===== src/rtl/mod_clock_divider_multi.sv =====
// Multi-channel programmable clock divider with shadowed divisor/mode
// registers, global phase sync and per-channel enables.
module mod_clock_divider_multi #(
  parameter int NUM_CH      = 2,
  parameter int WIDTH       = 16,
  parameter int DEFAULT_DIV = 1,
  localparam int CW = (NUM_CH > 1) ? $clog2(NUM_CH) : 1
) (
  input  logic              i_clk_in,
  input  logic              i_rst,
  input  logic [NUM_CH-1:0] i_enable,
  input  logic              i_sync,
  input  logic              i_load,
  input  logic [CW-1:0]     i_load_ch,
  input  logic [WIDTH-1:0]  i_load_div,
  input  logic              i_load_mode,
  output logic [NUM_CH-1:0] o_clk_out,
  output logic [NUM_CH-1:0] o_tick,
  output logic              o_load_err
);

  localparam logic [WIDTH-1:0] DEF_DIV = WIDTH'(DEFAULT_DIV);

  logic load_ok;

  assign load_ok = i_load && (32'(i_load_ch) < 32'(NUM_CH));

  always_ff @(posedge i_clk_in or posedge i_rst) begin
    if (i_rst) begin
      o_load_err <= 1'b0;
    end else begin
      o_load_err <= i_load && !load_ok;
    end
  end

  for (genvar n = 0; n < NUM_CH; n++) begin : g_ch
    logic [WIDTH-1:0] cnt;
    logic [WIDTH-1:0] act_div;
    logic [WIDTH-1:0] shd_div;
    logic             act_mode;
    logic             shd_mode;
    logic             clk_q;
    logic             tick_q;
    logic             hold;
    logic             tc;
    logic             run;
    logic             wr;

    assign hold = i_sync || !i_enable[n];
    assign tc   = !hold && (cnt == act_div);
    assign run  = !hold && !tc;
    assign wr   = load_ok && (i_load_ch == CW'(n));

    assign o_clk_out[n] = clk_q;
    assign o_tick[n]    = tick_q;

    always_ff @(posedge i_clk_in or posedge i_rst) begin
      if (i_rst) begin
        cnt      <= '0;
        act_div  <= DEF_DIV;
        shd_div  <= DEF_DIV;
        act_mode <= 1'b0;
        shd_mode <= 1'b0;
        clk_q    <= 1'b0;
        tick_q   <= 1'b0;
      end else begin
        if (wr) begin
          shd_div  <= i_load_div;
          shd_mode <= i_load_mode;
        end
        // commits read the shadow as it stood before this edge's load
        unique case (1'b1)
          hold: begin
            cnt      <= '0;
            clk_q    <= 1'b0;
            tick_q   <= 1'b0;
            act_div  <= shd_div;
            act_mode <= shd_mode;
          end
          tc: begin
            cnt      <= '0;
            tick_q   <= 1'b1;
            clk_q    <= act_mode ? 1'b1 : ~clk_q;
            act_div  <= shd_div;
            act_mode <= shd_mode;
          end
          run: begin
            cnt    <= cnt + 1'b1;
            tick_q <= 1'b0;
            if (act_mode) clk_q <= 1'b0;
          end
          default: begin
            tick_q <= 1'b0;
          end
        endcase
      end
    end
  end

endmodule

===== config.mk =====
export PLATFORM = sky130hd
export DESIGN_NAME = mod_clock_divider_multi
export DESIGN_NICKNAME = d
export VERILOG_FILES = /design/src/rtl/mod_clock_divider_multi.sv
export SDC_FILE = /design/constraint.sdc
export NUM_CORES = 1
export LEC_CHECK = 0
export CORE_MARGIN = 3
export CORE_UTILIZATION = 50
export CTS_CLUSTER_DIAMETER = 150
export DETAILED_ROUTE_END_ITERATION = 7
export DONT_BUFFER_PORTS = 1
export SYNTH_ARGS = -nofsm -noshare
export SYNTH_HDL_FRONTEND = slang
export SYNTH_SLANG_ARGS = --single-unit

===== constraint.sdc =====
create_clock -name i_clk_in -period 3.75 [get_ports i_clk_in]
set_input_delay 0.375 -clock i_clk_in [delete_from_list [all_inputs] [get_ports i_clk_in]]
set_output_delay 0.375 -clock i_clk_in [all_outputs]
set_load 0.005 [all_outputs]

==> metrics.txt <==
Top Ports=29; largest net degree at the start of global routing=63; Layout Cells excl Fill=463; status=finished, final reports clean; die area=roughly 11000 um^2; vias in the first global route=2608; Fmax achieved=around 380 MHz; CTS tree=yes; drt via density=between 5 and 6; r2r endpoint=g_ch[1].cnt[8]$_DFF_PP0_; Vias=2457; residual DRC count=0; DR WL/cell=~17 um; first-pass GRT wire length=approximately 13 mm; aggregate global routing overflow=0; Worst Setup Start Kind=register; library cells used by synthesis=28; Max Root-Sink Buffers=2; final hold vios=0; share of layout cells above drive strength 1=26.8%; Root Driver=clkbuf_8; DRT iter0 DRCs=75; CTS Hold Bufs=0; post-route clock skew=around 0.013 ns; Post-Synthesis Net Count=approximately 380; antenna violations before repair=0; Slew @ Worst Pin=between 0.9 and 1 ns; placed insts=447; Crit path arrival time=roughly 2.9 ns; VDD IR-drop max=~0.25 mV; number of port buffers=0; post_cts resized=0; pre-CTS WS=1.15 ns; Tcrit/Tclk final=a little over two thirds; initial core utilization=a little over half; RD Place Congestion=approximately 0.78; Slew headroom=38.7%; DP HPWL=about 5.5 mm; synthesized instance count=352; Post-Syn Area=between 4000 and 5000 um^2; n_diodes=0; clk sinks=around 100; core area=8890 um^2; Clock Pin Slew Worst Setup and Hold Paths=0.11 ns; Crit Path Max Fanout=21; die height=a little over 100 um; Syn Area/Cell=approximately 13 um^2; leakage=approximately 2.2 nW; H-tree depth=3; Syn. warnings=0; hold crit path type=in -> async; crit end category=register; cell row count=34; PwrDens=~460 nW/um^2; later-pin clock latency in the skew report=between 0.3 and 0.4 ns; Die X-Extent=103 um; postcts setup bufs=0; Post-Route WL=7.69 mm; Synth Register Bits=104; area grow syn2layout=4.08%; Final Max Slew Viols=0; Total Routing Usage GR=between 10% and 20%; Reg2Reg Setup Slack=around 1.1 ns; RSZ-0062 raised after global routing=false; reg2reg path depth=6; TritonCTS buffer count=9; Post-DRT Antenna Nets=0; setup_tns=0 ns; post-synthesis sequential area ratio=a little under three fifths; Final setup viols=0; Setup crit start=g_ch[1].cnt[6]$_DFF_PP0_; reg-to-reg startpoint=g_ch[1].cnt[6]$_DFF_PP0_; Max Cap Viol=0; Final nets=between 300 and 400; CP Data Required Time=around 4.0 ns; Final Critical Period=2.62 ns; Initial DRT Pass Iterations=4; critical path type=reg -> reg; PnR worst setup slack=between 1 and 1.5 ns
-- cells in the mapped netlist --
library cell	n	area [um^2]
xor2_1	51	447
dfrtp_1	100	2500
nand3_2	1	10.0
mux2_4	13	195
mux2_1	2	22.5
buf_8	2	30.0
and3_1	4	25.0
buf_6	3	33.8
mux2_2	53	597
buf_12	2	40.0
buf_4	6	45.0
nor4_2	2	25.0
nor2_1	40	150
nand2b_1	7	43.8
nor4_1	6	37.5
ha_1	2	25.0
and4_1	5	43.8
nand3_1	8	40.0
clkbuf_1	3	11.3
xnor2_1	11	96.3
nand2_1	11	41.3
nor4_4	1	21.3
dfstp_2	4	105
nand4_1	7	43.8
conb_1	1	3.75
or3b_1	1	8.76
buf_1	1	3.75
inv_1	5	18.8
-- through the flow --
stage	power [W]	instance area, um^2	utilization, %	hold slack, ns
2_1_floorplan	0.00155	4670	-	0.459
3_3_place_gp	0.00160	4670	52.5	0.425
3_5_place_dp	0.00161	4670	52.5	0.432
4_1_cts	0.00229	4860	54.6	0.00635
5_1_grt	0.00237	4860	54.6	0.0204
6_report	0.00224	4860	54.6	0.0135
-- critical path: stages, from the launching register on --
cell	delay, ns
dfrtp_1	0.47
xor2_1	0.17
nor4_1	0.42
nand4_1	0.29
nand2b_1	0.73
buf_4	0.34
nor2_1	0.07
-- logic make-up (layout without fill, tap and decap cells) --
kind of cell,after synthesis,after routing,share of synthesized area [%]
buf+inv,22,25,3.91
simple gates,93,93,10.5
flops,104,104,55.9
fa+ha+maj,2,2,0.536
mux,68,68,17.5
other cells,1,1,0.0804
xor+xnor,62,62,11.6
-- cells in the final DEF (no fill, tap or decap), drive strengths merged --
cell      instances
and3              4
and4              5
buf               4
clkbuf            9
clkinv            2
clkinvlp          1
conb              1
dfrtp           100
dfstp             4
ha                2
inv               9
mux2             68
nand2            11
nand2b            7
nand3             9
nand4             7
nor2             40
nor4              9
or3b              1
xnor2            11
xor2             51
-- power breakdown --
part           total (W)  leakage (nW)  switching [W]  internal (W)
combinational   0.000248         0.796      0.0000993      0.000149
sequential       0.00133          1.29      0.0000813       0.00125
clock           0.000664        0.0927       0.000408      0.000256
-- state kept, by name (all words and copies together), names as in the netlist --
register / flops
g_ch.act_div: 32
g_ch.cnt: 32
g_ch.shd_div: 32
g_ch.act_mode: 2
g_ch.clk_q: 2
g_ch.shd_mode: 2
g_ch.tick_q: 2
-- worst max-delay path by stage --
| stage | endpoint |
|---|---|
| floorplan | g_ch[0].act_div[10]$_DFFE_PP0P_ |
| global placement | g_ch[1].act_div[5]$_DFFE_PP0P_ |
| detailed placement | g_ch[1].act_div[5]$_DFFE_PP0P_ |
| CTS | g_ch[1].act_div[9]$_DFFE_PP0P_ |
| global route | g_ch[1].cnt[11]$_DFF_PP0_ |
| finish | g_ch[1].cnt[8]$_DFF_PP0_ |
-- final cells by class --
type | count | area [um^2]
tap | 108 | 135
sequential | 104 | 2610
fill | 774 | 4030
clock buffer | 9 | 124
inverter | 5 | 21.3
clock inverter | 7 | 62.6
multi-input combinational | 226 | 1880
timing repair buffer | 4 | 30.0
-- layer usage --
| metal | vias up | track usage, % | share of wire, % |
|---|---|---|---|
| li1 | 1178 | - | - |
| met1 | 1233 | 22.4 | 49 |
| met2 | 39 | 24.5 | 44 |
| met3 | 7 | 6.56 | 6.2 |
| met4 | 0 | 4.54 | 1.2 |
| met5 | - | 0 | 0 |
(Power assumes the default switching activity.)
==> RTL edit 1: new RTL, same flow settings <==
Reset style: synchronous (`i_rst`), changed in 2 clocked blocks.
--- a/src/rtl/mod_clock_divider_multi.sv
+++ b/src/rtl/mod_clock_divider_multi.sv
@@ -27,3 +27,3 @@
 
-  always_ff @(posedge i_clk_in or posedge i_rst) begin
+  always_ff @(posedge i_clk_in) begin
     if (i_rst) begin
@@ -56,3 +56,3 @@
 
-    always_ff @(posedge i_clk_in or posedge i_rst) begin
+    always_ff @(posedge i_clk_in) begin
       if (i_rst) begin
Function: differs if i_rst is asserted again (counterexample within 4 cycles, from zero or initial values and one cycle with i_rst high); with i_rst held inactive, the same outputs for 10 cycles.
==> RTL edit 1 against the unedited design <==
  * Count of clock-buffer cells in the layout unchanged
  * Sequential share of layout area decreased by 9.8 points
  * Worst setup slack improved by 0.82 ns
  * Cell area decreased by 2.2%
  * Routed wire length is 11% higher
  * Sequential cell count unchanged
  * Area after synthesis is 1.4% lower
  * Critical path type unchanged
  * Critical endpoint is now g_ch[0].act_div[7]
  * Largest cell class is now multi-input gates
Power is not compared: it rests on default switching activity, and its combinational part moved more than twofold at a synthesized area within 25%.
==> RTL edit 1: results (changes against the unedited design) <==
status=complete, no violations (unchanged); asr flop ratio synth=0% (was 100%); XOR/XNOR Fraction of Synth Area=12.0% (was 11.6%); crit-path max FO=17 (was 21); first-pass GRT wire length=14.3 mm (was 13.1 mm); Synth top cells by count=dfxtp_1 (104), nand2_1 (80), nand2b_1 (65) (was dfrtp_1 (100), mux2_2 (53), xor2_1 (51)); final worst slack=1.96 ns (was 1.13 ns); Via density=4.98 (was 5.31); total track usage=17.5% (was 16.4%); syn_nets=537 (was 378); layout cell share with drive strength beyond 1=5.85% (was 26.8%); clk_skew=0.0131 ns (was 0.0127 ns); worst r2r src=g_ch[0].cnt[3] (was g_ch[1].cnt[6]); vias in the first global route=2,867 (was 2,608); Filler cells=875 (was 774); met1 usage=26.0% (was 22.4%); routed len/inst=14.1 um (was 16.6 um); M3 GR Usage=6.28% (was 6.56%); post-synthesis compound-gate area fraction=3.48% (was 0%); largest net degree at the start of global routing=105 (was 63); Detailed Place HPWL=6.14 mm (was 5.49 mm); multiplexer share of the synthesized area=7.40% (was 17.5%); Worst Path Arrival=2.04 ns (was 2.87 ns); nets=517 (was 376); Worst R2R End=g_ch[0].act_div[7] (was g_ch[1].cnt[8]); DRT iter0 DRCs=91 (was 75); synth unique cells=32 (was 28); Syn Inst Count=511 (was 352); Via Count=3,005 (was 2,457); final estimated routing congestion in global placement=0.833 (was 0.781); GRT met2 Usage=24.4% (was 24.5%)
==> RTL edit 1: worst max-delay path by stage <==
stage                    from            endpoint
3_3_place_gp   g_ch[0].cnt[3]     g_ch[0].cnt[14]
6_report       g_ch[0].cnt[3]  g_ch[0].act_div[7]
2_1_floorplan  g_ch[1].cnt[8]     g_ch[1].cnt[14]
4_1_cts        g_ch[0].cnt[3]  g_ch[0].act_div[7]
5_1_grt        g_ch[1].cnt[8]     g_ch[1].cnt[12]
3_5_place_dp   g_ch[0].cnt[3]      g_ch[0].cnt[6]
==> RTL edit 1: layout make-up <==
cell class	instances	area, sq um	share of cell area [%]
repair buffers	2	15.0	0.316
clock inverters	7	62.6	1.32
inverters	2	7.51	0.158
multi-input cells	372	2320	48.9
clock buffers	9	124	2.61
flip-flops and latches	104	2080	43.8
well taps	108	135	2.85
==> RTL edit 1: metal layers <==
metal,wire [um],vias up
li1,-,1603
met1,4570,1351
met2,3440,47
met3,456,4
met4,46,0
met5,0,-
==> RTL edit 1: per-stage QoR <==
step | hold slack, ns | cell area (sq um)
detailed placement | 0.442 | 4560
global route | 0.0635 | 4750
CTS | 0.0631 | 4750
floorplan | 0.437 | 4600
global placement | 0.440 | 4560
finish | 0.102 | 4750
==> RTL edit 1: cell families (layout without fill, tap and decap cells) <==
group                      after synthesis  count (layout)
AOI/OAI and AO/OA                       32              32
xor gates and xnor gates                62              62
adders and majority gates                2               2
buffers and inverters                   35              20
DFF                                    104             104
muxes                                   34              34
other                                    1               1
and+or+nand+nor                        241             241
==> RTL edit 1: critical path, stage by stage (launching register included) <==
cell and delay, ns:
dfxtp_1 0.50, xnor2_2 0.15, nand4_2 0.13, nor4_4 0.43
nor3b_2 0.08, buf_4 0.23, mux2i_1 0.15
==> RTL edit 1: power groups by stage <==
stage	sequential, W	combinational (W)	clock [W]
3_3_place_gp	0.00118	0.000121	0
5_1_grt	0.00116	0.000136	0.000721
6_report	0.00115	0.000122	0.000663
4_1_cts	0.00115	0.000124	0.000687
3_5_place_dp	0.00118	0.000124	0
2_1_floorplan	0.00117	0.000126	0
==> RTL edit 2: new RTL, same settings <==
Made on the original files. `WIDTH`: 16 -> 14.
--- a/src/rtl/mod_clock_divider_multi.sv
+++ b/src/rtl/mod_clock_divider_multi.sv
@@ -4,3 +4,3 @@
   parameter int NUM_CH      = 2,
-  parameter int WIDTH       = 16,
+  parameter int WIDTH       = 14,
   parameter int DEFAULT_DIV = 1,
Ports: changed (resized i_load_div); port bits go from 29 to 27. The function was not compared with the original's and may differ.
==> RTL edit 2 against the unedited design <==
  * Power down 11%
  * Largest power group unchanged
  * Cell area shrank 9.8%
  * Area after synthesis is 12% lower
  * Highest routed layer unchanged
  * Utilization up 0.91 points
  * Worst setup slack better by 0.22 ns
  * Critical path type unchanged
  * Critical path depth decreased by 1
  * Hold slack gained 0.16 ns
  * Critical endpoint is now g_ch[1].act_div[3]
  * Routed wire length down 8.7%
  * First-iteration DRC count rose by 43%
  * Clock skew fell by 0.0020 ns
  * Cell count shrank 7.6%
  * Sequential cell count fell by 12
  * Largest cell class unchanged
==> RTL edit 2: results (changes against the unedited design) <==
Via density=5.42 (was 5.31); P_leak=1.85 nW (was 2.18 nW); worst hold path class=in2reg (was in2async); dpl cell area=4200 sq um (was 4670 sq um); Worst Reg-to-Reg Cells=5 (was 6); vias in the first global route=2,401 (was 2,608); first-pass GRT wire length=12.3 mm (was 13.1 mm); top cells by area, synth=dfrtp_1 (53%), mux2_2 (16%), xnor2_1 (5.3%) (was dfrtp_1 (54%), mux2_2 (13%), xor2_1 (9.6%)); clock network power share=29.7% (was 29.6%); delay of the slowest critical-path stage=0.56 ns (was 0.73 ns); clk_skew=0.0107 ns (was 0.0127 ns); M3 GR Usage=4.40% (was 6.56%); DR pass1 iterations=4 (unchanged); status=complete, no violations (unchanged); Worst R2R End=g_ch[1].act_div[3] (was g_ch[1].cnt[8]); layout cell share with drive strength beyond 1=26.4% (was 26.8%); worst skew pair latency=0.34 ns (was 0.37 ns); routed len/inst=16.4 um (was 16.6 um); final estimated routing congestion in global placement=0.792 (was 0.781); Met3 Wirelength=332 um (was 480 um); GRT met2 Usage=22.8% (was 24.5%); largest registers=g_ch.act_div (28), g_ch.cnt (28), g_ch.shd_div (28) (was g_ch.act_div (32), g_ch.cnt (32), g_ch.shd_div (32)); DRT iter0 DRCs=107 (was 75); Adder-Cell Fraction of Synth Area=0.606% (was 0.536%); P_seq=0.00118 W (was 0.00133 W); Reg clk slew, reported paths=0.08 ns (was 0.11 ns); Metal-1 WL=3.60 mm (was 3.76 mm); Max VDD drop=247 uV (was 246 uV); largest net degree at the start of global routing=40 (was 63); total track usage=16.3% (was 16.4%); crit-path max FO=17 (was 21); synth unique cells=36 (was 28); multiplexer share of the synthesized area=16.9% (was 17.5%); Worst Path Arrival=2.62 ns (was 2.87 ns); post-synthesis compound-gate area fraction=1.67% (was 0%); Detailed Place HPWL=5.17 mm (was 5.49 mm); Slowest-stage cell, CP=nor4_1 (was nand2b_1); reg2reg setup slack=1.36 ns (was 1.13 ns); post-synthesis sequential area ratio=55.9% (about the same); cts hold-fix bufs=1 (was 0); Met2 Wirelength=2.99 mm (was 3.36 mm)
==> RTL edit 2: cell types whose count changed in the layout (fill, tap and decap cells not counted), moves of 5 or more <==
cell,change
dfrtp_1,-12
xnor2_1,+14
nand4_1,+5
nand2b_1,-5
nor2_1,-22
and4_1,-5
mux2_4,-13
xor2_1,-27
and2_1,+13
mux2_2,+6
==> RTL edit 2: layout make-up <==
class,instances,area (sq um)
repair buffers,5,40.0
clock buffers,14,163
inverters,5,20.0
fillers,684,3510
multi-input cells,208,1710
well taps,102,128
flip-flops and latches,92,2310
clock inverters,2,10.0
==> RTL edit 2: stage by stage <==
stage	instances	setup WS, ns	hold slack, ns	util [%]
after global routing	428	1.23	0.153	55.5
after CTS	428	1.35	0.167	55.5
final	428	1.36	0.176	55.5
after global placement	411	1.36	0.231	53.2
after detailed placement	411	1.38	0.233	53.2
after floorplan	322	0.990	0.459	-
